===== config.mk =====
export PLATFORM = sky130hd
export DESIGN_NAME = control_decode
export DESIGN_NICKNAME = d
export VERILOG_FILES = /design/src/rtl/cpu_pkg.sv /design/src/rtl/alu_op_decode.sv /design/src/rtl/control_decode.sv
export SDC_FILE = /design/constraint.sdc
export NUM_CORES = 1
export LEC_CHECK = 0
export ABC_AREA = 1
export BUFFER_PORTS_ARGS = -buffer_cell sky130_fd_sc_hd__buf_2
export CORE_MARGIN = 2
export CORE_UTILIZATION = 43
export DETAILED_ROUTE_END_ITERATION = 7
export GPL_TIMING_DRIVEN = 0
export HOLD_SLACK_MARGIN = 0.12
export PLACE_DENSITY = 0.75
export SLEW_MARGIN = 20
export SYNTH_ARGS = -nofsm -noshare
export SYNTH_HDL_FRONTEND = slang
export SYNTH_SLANG_ARGS = --single-unit

===== constraint.sdc =====
create_clock -name clk -period 0.8 [get_ports clk]
set_input_delay 0.12 -clock clk [delete_from_list [all_inputs] [get_ports clk]]
set_output_delay 0.12 -clock clk [all_outputs]
set_load 0.05 [all_outputs]

===== src/rtl/cpu_pkg.sv =====
// cpu_pkg: shared encodings for the multicycle CPU controller and datapath.
package cpu_pkg;
    typedef enum logic [3:0] {
        S_INSTRUCTION_FETCH    = 4'd0,
        S_REGISTER_FETCH       = 4'd1,
        S_IMMEDIATE_INJECTION3 = 4'd2,
        S_ALU_R3               = 4'd3,
        S_ALU_RI3              = 4'd4,
        S_ALU4                 = 4'd5,
        S_BRANCH3              = 4'd6,
        S_MEMORY_REF3          = 4'd7,
        S_LOAD4                = 4'd8,
        S_STORE4               = 4'd9,
        S_LOAD5                = 4'd10,
        S_JUMP3                = 4'd11
    } state_e;

    localparam logic [5:0] OP_ADD  = 6'h00, OP_SUB  = 6'h01, OP_AND  = 6'h02;
    localparam logic [5:0] OP_OR   = 6'h03, OP_XOR  = 6'h04, OP_SLT  = 6'h05;
    localparam logic [5:0] OP_ADDI = 6'h08, OP_SUBI = 6'h09, OP_ANDI = 6'h0A;
    localparam logic [5:0] OP_ORI  = 6'h0B, OP_XORI = 6'h0C, OP_SLTI = 6'h0D;
    localparam logic [5:0] OP_LDI  = 6'h10, OP_LD   = 6'h20, OP_STR  = 6'h21;
    localparam logic [5:0] OP_BEQ  = 6'h30, OP_JUMP = 6'h38;

    localparam logic [3:0] ALU_ADD = 4'd0, ALU_SUB = 4'd1, ALU_AND = 4'd2;
    localparam logic [3:0] ALU_OR  = 4'd3, ALU_XOR = 4'd4, ALU_SLT = 4'd5;

    localparam logic [1:0] WD_ALUOUT = 2'b00, WD_MDR = 2'b01, WD_IMM = 2'b10;
    localparam logic [1:0] SRCB_REGB = 2'b00, SRCB_ONE = 2'b01, SRCB_IMM = 2'b10, SRCB_BROFF = 2'b11;
    localparam logic [1:0] PC_ALU = 2'b00, PC_ALUOUT = 2'b01, PC_JUMP = 2'b10;

    typedef struct packed {
        logic       pc_write;
        logic       pc_write_cond;
        logic       mem_get_data;
        logic       mem_read;
        logic [1:0] reg_wdata_sel;
        logic       ir_write;
        logic       reg_write;
        logic       alu_src_a;
        logic [1:0] alu_src_b;
        logic [3:0] alu_op;
        logic [1:0] pc_src;
        logic       reg_track_sel;
    } ctrl_t;
endpackage


===== src/rtl/alu_op_decode.sv =====
// alu_op_decode: maps the opcode's low three bits to an ALU operation.
module alu_op_decode
    import cpu_pkg::*;
(
    input  logic [2:0] op_low_i,
    output logic [3:0] alu_op_o
);
    always_comb alu_op_o = (op_low_i > 3'd5) ? ALU_ADD : {1'b0, op_low_i};
endmodule


===== src/rtl/control_decode.sv =====
// control_decode: registered state/opcode to datapath control decoder.
module control_decode
    import cpu_pkg::*;
(
    input  logic       clk,
    input  logic       rst_n,
    input  logic [3:0] state,
    input  logic [5:0] opcode,
    output logic       pcWrite,
    output logic       pcWriteCond,
    output logic       memGetData,
    output logic       memRead,
    output logic [1:0] regWriteDataSelect,
    output logic       irWrite,
    output logic       regWrite,
    output logic       aluSrcA,
    output logic [1:0] aluSrcB,
    output logic [3:0] aluOP,
    output logic [1:0] pcSrc,
    output logic       regTrackSelect
);
    ctrl_t      ctrl_d, ctrl_q;
    logic [3:0] op_alu;
    logic       unused_opcode_hi;

    assign unused_opcode_hi = ^opcode[5:4];

    alu_op_decode u_alu_op_decode (
        .op_low_i (opcode[2:0]),
        .alu_op_o (op_alu)
    );

    always_comb begin
        ctrl_d = '0;
        case (state_e'(state))
            S_INSTRUCTION_FETCH: begin
                ctrl_d.mem_read  = 1'b1;
                ctrl_d.ir_write  = 1'b1;
                ctrl_d.alu_src_b = SRCB_ONE;
                ctrl_d.pc_src    = PC_ALU;
                ctrl_d.pc_write  = 1'b1;
            end
            S_REGISTER_FETCH: ctrl_d.alu_src_b = SRCB_BROFF;
            S_IMMEDIATE_INJECTION3: begin
                ctrl_d.reg_write     = 1'b1;
                ctrl_d.reg_wdata_sel = WD_IMM;
                ctrl_d.reg_track_sel = 1'b1;
            end
            S_ALU_R3: begin
                ctrl_d.alu_src_a = 1'b1;
                ctrl_d.alu_src_b = SRCB_REGB;
                ctrl_d.alu_op    = op_alu;
            end
            S_ALU_RI3: begin
                ctrl_d.alu_src_a = 1'b1;
                ctrl_d.alu_src_b = SRCB_IMM;
                ctrl_d.alu_op    = op_alu;
            end
            // opcode[3] separates I-type (rt destination) from R-type (rd)
            S_ALU4: begin
                ctrl_d.reg_write     = 1'b1;
                ctrl_d.reg_wdata_sel = WD_ALUOUT;
                ctrl_d.reg_track_sel = opcode[3];
            end
            S_BRANCH3: begin
                ctrl_d.alu_src_a     = 1'b1;
                ctrl_d.alu_src_b     = SRCB_REGB;
                ctrl_d.alu_op        = ALU_SUB;
                ctrl_d.pc_write_cond = 1'b1;
                ctrl_d.pc_src        = PC_ALUOUT;
            end
            S_MEMORY_REF3: begin
                ctrl_d.alu_src_a = 1'b1;
                ctrl_d.alu_src_b = SRCB_IMM;
            end
            S_LOAD4: begin
                ctrl_d.mem_get_data = 1'b1;
                ctrl_d.mem_read     = 1'b1;
            end
            S_STORE4: ctrl_d.mem_get_data = 1'b1;
            S_LOAD5: begin
                ctrl_d.reg_write     = 1'b1;
                ctrl_d.reg_wdata_sel = WD_MDR;
                ctrl_d.reg_track_sel = 1'b1;
            end
            S_JUMP3: begin
                ctrl_d.pc_write = 1'b1;
                ctrl_d.pc_src   = PC_JUMP;
            end
            default: ctrl_d = '0;
        endcase
    end

    always_ff @(posedge clk or negedge rst_n) begin
        if (!rst_n) ctrl_q <= '0;
        else        ctrl_q <= ctrl_d;
    end

    assign pcWrite            = ctrl_q.pc_write;
    assign pcWriteCond        = ctrl_q.pc_write_cond;
    assign memGetData         = ctrl_q.mem_get_data;
    assign memRead            = ctrl_q.mem_read;
    assign regWriteDataSelect = ctrl_q.reg_wdata_sel;
    assign irWrite            = ctrl_q.ir_write;
    assign regWrite           = ctrl_q.reg_write;
    assign aluSrcA            = ctrl_q.alu_src_a;
    assign aluSrcB            = ctrl_q.alu_src_b;
    assign aluOP              = ctrl_q.alu_op;
    assign pcSrc              = ctrl_q.pc_src;
    assign regTrackSelect     = ctrl_q.reg_track_sel;
endmodule


==> out/qor.csv <==
stage,metric,value,unit
status,outcome,"finished, violations left",
status,failing checks,setup timing,
synth,biggest area consumer among synthesized cells,dfrtp_1,
layout,Final Net Count,116,
power,Power Dens Cells,1730,mW/mm²
synth,top-count cell post-synth,dfrtp_1,
layout,ANT cells,0,
synth,Synth Instances,65,
routing,DRC violations left,0,
place,DPL Wire Length,864,µm
global_routing,GR Overflow Total,0,
floorplanning,row cnt,13,
place,final RePlAce weighted congestion,0.835,
global_routing,largest net degree at the start of global routing,17,
synth,sequential element share of the synthesized area,0.631,
floorplanning,width of the die,42.4,µm
synth,ranking of synthesized cells by area,"dfrtp_1 (63%), nand2_1 (8.9%), nand2_2 (3.9%), nor2_2 (3.9%), inv_1 (3.6%)",
power,maximum vdd ir drop,0.00115,V
clock_tree,clock sink count,16,
setup_path,CP Data Required Time,0.68,ns
timing,final worst slack,-0.272,ns
power,Reg power frac,0.490,
timing,setup TNS,-2.77,ns
hold_path,hold depth,4,
layout,"Cell Count, Final, Fillers Out",118,
power,Power Internal,1.25,mW
setup_path,Crit Path Class,reg -> out,
hold_path,hold endpoint,aluOP[0],
layout,fin util,0.756,
routing,drt pass-1 iters,2,
place,area post-placement,792,µm²
global_routing,GR Util All Layers,0.152,
timing,Final min period,1.07,ns
synth,Commonest cells post-synth,"dfrtp_1 (16), nand2_1 (15), inv_1 (6), nor2_1 (6)",
clock_tree,Worst-path clk slew,0.09,ns
power,clock share of power,0.299,
synth,top cell type's share of synthesized area,0.631,
global_routing,global-route wire length before repair,2030,µm
clock_tree,clock tree buffer depth,2,
setup_path,Critical path origin,pcWriteCond,
power,Logic pwr share,0.212,
power,Sw Ratio,0.282,
timing,final hold vios,0,
layout,register area,402,µm²
routing,First DRT Iteration DRCs,4,
setup_path,CP arrival,0.95,ns
layout,layout cells sized above 1,0.456,
power,Power Total,1.74,mW
clock_tree,TritonCTS clock tree,yes,
floorplanning,Die ar.,0.00180,mm²
routing,post-route ant nets,0,
synth,"Async S/R FF share, synth",1.00,
global_routing,vias in the first global route,495,
synth,Yosys reg bits,16,
routing,Avg WL per Cell,10.4,µm
floorplanning,Die Y-Extent,42.4,µm
synth,"Top FF cell, synth",dfrtp_1,
setup_path,crit path max fanout,2,
layout,synthesis-to-layout area growth,59.0,%
routing,Routed WL,1230,µm
flow_run,max_cap viols,0,
place,dpl cells,106,
layout,cell area after layout,0.00101,mm²
floorplanning,Starting Density,0.476,
timing,Final Cycle Share,1.34,
power,Net Sw Power,492,µW
timing,fmax,933,MHz
clock_tree,total CTS buffers,3,
synth,library cells used by synthesis,17,
floorplanning,Boundary Pins,30,
layout,Multi-input gate area,181,µm²
floorplanning,core area,0.00133,mm²
timing,RSZ-0062 raised after global routing,true,
synth,Mean Syn Cell Area,9.76,µm²
clock_tree,H-tree depth,1,
setup_path,CP startpoint kind,flop,
clock_tree,CTS Root Buffer Type,clkbuf_4,
hold_path,hold crit path type,in -> reg,
setup_path,Crit. End Element,primary output,
synth,"EDFF count, synth",0,
global_routing,initial antenna violation count,0,
timing,Max Slew Vio Count,0,
routing,vias per cell,4.53,
place,PortBufs,26,
layout,Fillers,90,
routing,DR vias,535,
synth,mapped cell area,634,µm²
synth,Syn. warnings,0,
power,leakage,0.558,nW
synth,Synth Net Count,77,
hold_path,Hold Crit Start,opcode[2],
timing,# setup viols final,19,
==> kinds of logic (layout without fill, tap and decap cells) <==
logic type,count (synthesis),count (layout),synth area share
buffers and inverters,12,50,0.0828
AO/OA/AOI/OAI,3,3,0.0335
flip-flops,16,16,0.631
AND/OR/NAND/NOR,33,33,0.247
other,1,1,0.00591
==> state kept, by name (all words and copies together), names as in the netlist <==
name and flops:
aluOP 3, aluSrcA 1, aluSrcB 2, irWrite 1, memGetData 1, memRead 1, pcSrc 1, pcWrite 1
pcWriteCond 1, regTrackSelect 1, regWrite 1, regWriteDataSelect 2
==> power by group through the flow <==
| stage | registers (mW) | clock network, mW | logic, mW |
|---|---|---|---|
| after floorplan | 0.978 | 0 | 0.0900 |
| after global placement | 0.861 | 0 | 0.295 |
| after detailed placement | 0.862 | 0 | 0.300 |
| after CTS | 0.854 | 0.532 | 0.364 |
| after global routing | 0.858 | 0.565 | 0.392 |
| final | 0.854 | 0.521 | 0.369 |
==> critical path: stages, from the launching register on <==
cell     delay (ns)
dfrtp_2        0.42
buf_8          0.11
buf_6          0.14
==> stage by stage <==
step	worst slack, ns	hold slack [ns]
after global placement	-0.0163	0.0330
after global routing	-0.302	0.151
final	-0.272	0.141
after detailed placement	-0.0206	0.0481
after floorplan	-0.0170	-0.176
after CTS	-0.277	0.121
==> worst max path at each step <==
stage	end	slack [ns]	depth (start not counted)
after floorplan	pcSrc[0]	-0.02	1
after global placement	pcSrc[0]	-0.02	2
after detailed placement	pcSrc[0]	-0.02	2
after CTS	pcSrc[0]	-0.28	2
after global routing	pcSrc[0]	-0.30	2
final	pcSrc[0]	-0.27	2
==> cell usage in the layout (no fill, tap or decap) <==
cell,synthesis,layout
a21boi_0,1,1
a21oi_2,1,1
buf_2,0,10
buf_4,2,1
buf_6,0,16
buf_8,0,1
clkbuf_4,0,3
clkbuf_8,0,1
clkinv_1,1,1
conb_1,1,1
dfrtp_1,16,15
dfrtp_2,0,1
dlygate4sd3_1,0,8
inv_1,6,6
inv_2,3,3
nand2_1,15,15
nand2_2,4,4
nand3_1,1,1
nor2_1,6,6
nor2_2,4,4
nor2_4,1,1
nor3_1,1,1
o21ai_0,1,1
or2_2,1,1
==> routing by layer <==
metal	GRT usage	vias up	share of wire
met2	0.249	17	0.51
met5	0	-	0
met1	0.181	249	0.43
li1	-	266	-
met3	0.0302	3	0.039
met4	0.0938	0	0.015
==> layout make-up <==
type	instances	area share
well taps	15	0.0186
repair buffers	34	0.308
clock buffers	4	0.0360
flip-flops and latches	16	0.398
plain buffers	2	0.0223
multi-input cells	37	0.180
inverters	10	0.0372
==> what timing repair did <==
item / in CTS / in global routing
hold buffers: 7 / 3
pin swaps: 0 / 0
setup buffers: 0 / 0
resized for setup: 32 / 0
endpoints found under the setup margin: 17 / 19
endpoints found under the hold margin: 22 / 5
Note: power is estimated with default switching activity, not from simulation.
